File: config.mk
export PLATFORM = sky130hd
export DESIGN_NAME = seq_encoder
export DESIGN_NICKNAME = d
export VERILOG_FILES = /design/src/rtl/seq_encoder.sv
export SDC_FILE = /design/constraint.sdc
export NUM_CORES = 1
export LEC_CHECK = 0
export BUFFER_PORTS_ARGS = -buffer_cell sky130_fd_sc_hd__buf_2
export CAP_MARGIN = 20
export CORE_AREA = 2 2 39 41
export CTS_CLUSTER_SIZE = 14
export DETAILED_ROUTE_END_ITERATION = 10
export DIE_AREA = 0 0 41 43
export GPL_TIMING_DRIVEN = 1
export PLACE_DENSITY_LB_ADDON = 0.1
export SYNTH_ARGS = -nofsm -noshare
export SYNTH_HDL_FRONTEND = slang
export SYNTH_SLANG_ARGS = --single-unit
File: constraint.sdc
create_clock -name clk -period 4.3 [get_ports clk]
set_input_delay 0.43 -clock clk [delete_from_list [all_inputs] [get_ports clk]]
set_output_delay 0.43 -clock clk [all_outputs]
set_load 0.02 [all_outputs]
File: src/rtl/seq_encoder.sv
// -----------------------------------------------------------------------------
// seq_encoder
//   Serialising priority encoder, the encoder counterpart of the lab 3-to-8
//   decoder. A multi-hot vector is taken over a valid/ready handshake. The
//   block then emits the index of every set bit, lowest index first, with one
//   index per output handshake. The final index of each vector carries
//   out_last_o. An all-zero vector produces a single beat with out_none_o set.
//
// Ports
//   clk          in   1  single clock, rising edge
//   rst_n        in   1  asynchronous reset, active-low
//   in_valid_i   in   1  in_vec_i is valid
//   in_ready_o   out  1  block can accept a vector (IDLE)
//   in_vec_i     in   N  multi-hot request vector
//   out_valid_o  out  1  out_idx_o / out_last_o / out_none_o are valid
//   out_ready_i  in   1  consumer accepts the current output
//   out_idx_o    out  W  index of the lowest still-pending set bit
//   out_last_o   out  1  out_idx_o is the last set bit of this vector
//   out_none_o   out  1  the captured vector was all zeros
//   busy_o       out  1  a vector is held (state != IDLE)
// -----------------------------------------------------------------------------
module seq_encoder #(
  parameter int N = 8,
  parameter int W = 3
) (
  input  logic         clk,
  input  logic         rst_n,
  input  logic         in_valid_i,
  output logic         in_ready_o,
  input  logic [N-1:0] in_vec_i,
  output logic         out_valid_o,
  input  logic         out_ready_i,
  output logic [W-1:0] out_idx_o,
  output logic         out_last_o,
  output logic         out_none_o,
  output logic         busy_o
);

  typedef enum logic {
    IDLE,
    EMIT
  } state_t;

  state_t         state_q, state_d;
  logic [N-1:0]   pend_q, pend_d;
  logic           none_q, none_d;

  logic [W-1:0]   lowIdx;
  logic [N-1:0]   pendLowCleared;
  logic           atMostOne;

  // Priority encode of the pending bits. Scanning from the top down lets the
  // lowest set bit win, and an empty vector falls through to index 0.
  always_comb begin
    lowIdx = '0;
    for (int i = N - 1; i >= 0; i--) begin
      if (pend_q[i]) begin
        lowIdx = W'(i);
      end
    end
  end

  // Clearing the lowest set bit with x & (x-1). If the result is zero, then at
  // most one bit was pending, so the current beat is the last one. This also
  // covers the all-zero vector.
  assign pendLowCleared = pend_q & (pend_q - N'(1));
  assign atMostOne      = (pendLowCleared == '0);

  // Next-state and output decode. Outputs depend only on the registered state
  // and pending bits, so there is no combinational path from in_* to out_*.
  // In IDLE, every output except in_ready_o stays at its zero default.
  always_comb begin
    state_d     = state_q;
    pend_d      = pend_q;
    none_d      = none_q;
    in_ready_o  = 1'b0;
    out_valid_o = 1'b0;
    out_idx_o   = '0;
    out_last_o  = 1'b0;
    out_none_o  = 1'b0;
    busy_o      = 1'b0;

    case (state_q)
      IDLE: begin
        in_ready_o = 1'b1;
        if (in_valid_i) begin
          pend_d  = in_vec_i;
          none_d  = (in_vec_i == '0);
          state_d = EMIT;
        end
      end

      EMIT: begin
        out_valid_o = 1'b1;
        busy_o      = 1'b1;
        out_idx_o   = lowIdx;
        out_last_o  = atMostOne;
        out_none_o  = none_q;
        if (out_ready_i) begin
          if (atMostOne) begin
            pend_d  = '0;
            none_d  = 1'b0;
            state_d = IDLE;
          end else begin
            pend_d  = pendLowCleared;
          end
        end
      end

      default: begin
        state_d = IDLE;
      end
    endcase
  end

  // State registers. An asynchronous reset drops any vector that is in flight,
  // and nothing more is emitted for it.
  always_ff @(posedge clk or negedge rst_n) begin
    if (!rst_n) begin
      state_q <= IDLE;
      pend_q  <= '0;
      none_q  <= 1'b0;
    end else begin
      state_q <= state_d;
      pend_q  <= pend_d;
      none_q  <= none_d;
    end
  end

endmodule

Word-level counts from Yosys, hierarchy flattened
Cells that the tools add are included.

operators by class
  bitwise logic cells = 2
  add/subtract/negate cells = 1
  reduce and logical (&&, ||, !) cells = 4
  equal/unequal tests = 3
  mux-type cells = 25

operators with widths
  kind                   count
  $mux W3                9
  $mux W8                3
  $logic_not A8 Y1       2
  $pmux W8 S2            1
  $mux W1                10
  $and A8 B8 Y8          1
  $sub A8 B1 Y8 const B  1
  $ne A2 B2 Y1 const B   2
  $pmux W1 S2            2
  $reduce_and A3 Y1      1
  $ne A2 B1 Y1 const B   1
  $reduce_and A2 Y1      1
  $not A1 Y1             1

storage, ports and cells
  input port bits = 12
  register bits after elaboration = 10
  output and inout bits = 8

Depth between registers and ports, before layout
  depth in word-level cells = 9
  depth in mapped cells = 5

Worst setup path after synthesis
No wires, ideal clock.

  kind = flip-flop to output port
  start point = register pend_q[1]
  end point = output out_last_o
  slack = 2,205 ps
  data arrival time = 1,665 ps
  data required time = 3,870 ps
  stages on the path, launching flop included = 5
  path buffers = 1
  path through = dfrtp_1 > buf_6 > or4_4 > a2111oi_4 > o221a_2

on the way
  longest elaborated chain between the ends = 4

ends and longest elaborated chain
  element                 RTL line  source
  start, declared         45        logic [N-1:0] pend_q, pend_d;
  start signal, assigned  125       pend_q <= pend_d;
  $sub A8 B1 Y8           66        assign pendLowCleared = pend_q & (pend_q - N'(1));
  $and A8 B8 Y8 *         66
  $logic_not A8 Y1 *      67        assign atMostOne = (pendLowCleared == '0);
  $mux W1 *               83        case (state_q)
  end, declared           34        output logic out_last_o,

Every way passes the cells marked *; elsewhere a longest branch is shown, timed or not.

Worst setup path after layout
Same ends and word-level chain as after synthesis.

==> summary.md <==
| Metric | Value |
|---|---|
| Max-cap violations | `0` |
| Final Cycle Share | `59.10%` |
| Kind of launch point of the worst setup path | `register` |
| Number of gates given a new drive strength after cts | `0` |
| Cell area after placement | `754.5 um2` |
| Overall via count from detail_route | `613` |
| Post-synthesis cell type count | `31` |
| Worst VDD drop | `0.3411 mV` |
| Mean Syn Cell Area | `around 9 um2` |
| Overall routing resource usage | `23.09%` |
| Area contributors post-synth | `dfrtp_1, mux2i_1, nor4_1` |
| Worst-margin pin slew | `0.6109 ns` |
| Detailed-routing iteration count for the pre-antenna-repair pass | `4` |
| Final hold violation count | `0` |
| Filler cell count in the final layout | `between 100 and 150` |
| Die outline area | `roughly 1800 um2` |
| CTS max path bufs | `2` |
| Total grt overflow | `0` |
| Clock input transition at the sequential cells of the worst setup and hold paths | `about 0.070 ns` |
| Remaining routing DRC violations | `0` |
| First-pass GRT wire length | `2622 um` |
| Synthesized flop and latch total | `10` |
| Layout cell share with drive strength beyond 1 | `31.11%` |
| Latest clock arrival within the worst-skew pair | `0.27 ns` |
| Count of pins over their slew limit | `0` |
| Worst min-delay path class | `in -> async` |
| Hold-fix buffer count after cts | `0` |
| Clock tree from TritonCTS | `done` |
| Layout overhead on the synthesized area | `15.33%` |
| Net count of the finished layout | `103` |
| Cell with the largest stage delay on the worst path | `or4_4` |
| Post-detailed-route count of antenna-violating nets | `0` |
| Required time at the endpoint of the critical path | `~3.9 ns` |
| Mapped cell area | `685.7 um2` |
| Portion of synthesized cell area occupied by the leading cell type | `a little over a third` |
| Maximum number of pins on one net before global-route repair | `23` |
| Via count of the first global-routing pass | `573` |
| Worst clock skew on the final layout | `0.002945 ns` |
| Final setup violating endpoints | `0` |
| Cells along the critical path | `or4_4, a2111oi_4, o221a_2, buf_2` |
| Setup fix buffers added after clock tree synthesis | `0` |
| Cell count after placement | `between 100 and 150` |
| Drt via density | `5.783` |
| Leakage | `0.3698 nW` |
| Area of all placed cells without fillers | `790.8 um2` |
| Final Instance Count excl. Fillers | `106` |
| Number of port buffers | `19` |
| Max transition margin | `59.27%` |
| Floorplan die width | `41 um` |
| Buffer cell driving the clock tree root | `clkbuf_4` |
| Power density over the cells | `approximately 810 nW/um2` |
| Number of warnings printed during yosys synthesis | `0` |
| Y dimension of the die | `43 um` |
| Num CTS Buffers | `3` |
| Leading area contributor after synthesis | `dfrtp_1` |
| DRT iter0 DRCs | `8` |
| Number of diodes added for antenna fixing | `0` |
| Detailed-placement wirelength estimate | `1207 um` |
| Worst Path Max Fanout | `8` |
| Crit end category | `output pin` |
| H-tree depth | `1` |
| Total number of placement rows | `14` |
| Synthesized instance count | `76` |
| Antenna violations before repair | `0` |
| Type of the setup path with the least slack | `reg -> out` |
| Status | `completed` |
| Total routed wirelength | `1680 um` |
| Count of boundary I/O pins | `20` |
| Most common library cell in the layout ignoring fill and taps | `buf_2` |
| Starting density of the core | `between 40% and 50%` |
| Clock period minus final worst setup slack | `2.542 ns` |
| Logic depth of the worst register-to-register path | `4` |
| Signal arrival time at the worst endpoint | `about 2.1 ns` |
| Final weighted congestion in routability-driven placement | `roughly 0.78` |
| Peak Freq | `around 390 MHz` |
| Post-Syn Nets | `88` |
| Routed length per instance | `15.85 um` |
| RSZ-0062 raised after global routing | `no` |
| TNS Setup | `0 ns` |
| Sequential-to-total area share from yosys stat | `between 30% and 40%` |
| CORE AREA | `1384 um2` |
| Largest incremental delay on the critical path | `0.58 ns` |
| Clock Sinks | `10` |
| Most frequent cells in the layout | `buf_2, dfrtp_1, nor3_1, nor4_1, mux2i_1` |
[state kept, by name, summed over array words and instances, names as in the netlist]
name and cells:
pend_q 8, state_q 1, none_q 1
[synth_stat cells]
| cell type | instances |
|---|---|
| buf_6 | 1 |
| o21bai_1 | 1 |
| a21o_1 | 1 |
| nand2b_1 | 1 |
| or4_4 | 1 |
| nor3_1 | 6 |
| or2_2 | 1 |
| nor2b_1 | 2 |
| nand2_1 | 3 |
| a211oi_1 | 3 |
| o22ai_1 | 3 |
| nor2_1 | 3 |
| nor4_1 | 5 |
| o41ai_1 | 1 |
| buf_1 | 1 |
| mux2i_1 | 5 |
| o221a_2 | 1 |
| inv_1 | 4 |
| clkbuf_1 | 5 |
| buf_2 | 1 |
| buf_4 | 1 |
| dfrtp_1 | 10 |
| a2111oi_4 | 1 |
| a31oi_1 | 1 |
| a31o_2 | 1 |
| maj3_1 | 1 |
| a22o_1 | 3 |
| a21oi_1 | 3 |
| and2_1 | 1 |
| o21ai_0 | 4 |
| o211ai_1 | 1 |
[per-layer routing]
metal / vias to the layer above / share of wire, % / track usage, %
met5: - / 0 / 0
met4: 0 / 1.1 / 10.00
met3: 2 / 4.3 / 7.853
met2: 12 / 48 / 32.81
met1: 287 / 46 / 30.87
li1: 312 / - / -
[kinds of logic after synthesis]
kind of cell | count (synthesis) | synth area share (%)
mux | 5 | 7.300
compound gates | 24 | 27.38
fa+ha+maj | 1 | 1.460
flops | 10 | 36.50
buf+inv | 13 | 8.940
simple gates | 23 | 18.43
[through the flow]
stage	worst slack, ns	total power, W	hold slack [ns]	util, %
final	1.758	0.0006378	0.002635	57.14
after floorplan	2.205	0.0004748	0.1344	-
after CTS	1.766	0.0006414	0.002081	57.14
after detailed placement	2.084	0.0005494	0.3035	54.52
after global placement	2.101	0.0005458	0.3069	54.52
after global routing	1.694	0.0006882	0.005940	57.14
[layout make-up]
type                       count  area (um2)  share of cell area, %
clock buffer                   4       36.28                  4.589
inverter                       4       15.01                  1.899
multi-input combinational     53       374.1                  47.31
sequential                    10       250.2                  31.65
tap                           16       20.02                  2.532
timing repair buffer          19       95.09                  12.03
[critical path, delay by kind of cell (launching register included)]
kind                   cells  cell delay [ns]
buffers and inverters      1             0.17
AO/OA/AOI/OAI              2             0.63
AND/OR/NAND/NOR            1             0.58
flip-flops                 1             0.46
[report_power, final]
| part | internal, W | switching, W |
|---|---|---|
| Combinational | 0.000152 | 0.000175 |
| Clock | 0.0000515 | 0.0000371 |
| Sequential | 0.000127 | 0.0000944 |
[path summary, 6_finish.rpt]
check,startpoint,slack (ns),endpoint
max,pend_q[1],1.76,out_last_o
min,rst_n,0.003,pend_q[0]
max reg2reg,pend_q[1],2.44,pend_q[7]
min reg2reg,pend_q[3],0.65,pend_q[3]
max in group asynchronous,rst_n,4.10,none_q
min in group clk,out_ready_i,0.36,state_q
Power figures use the tool's default switching activity.
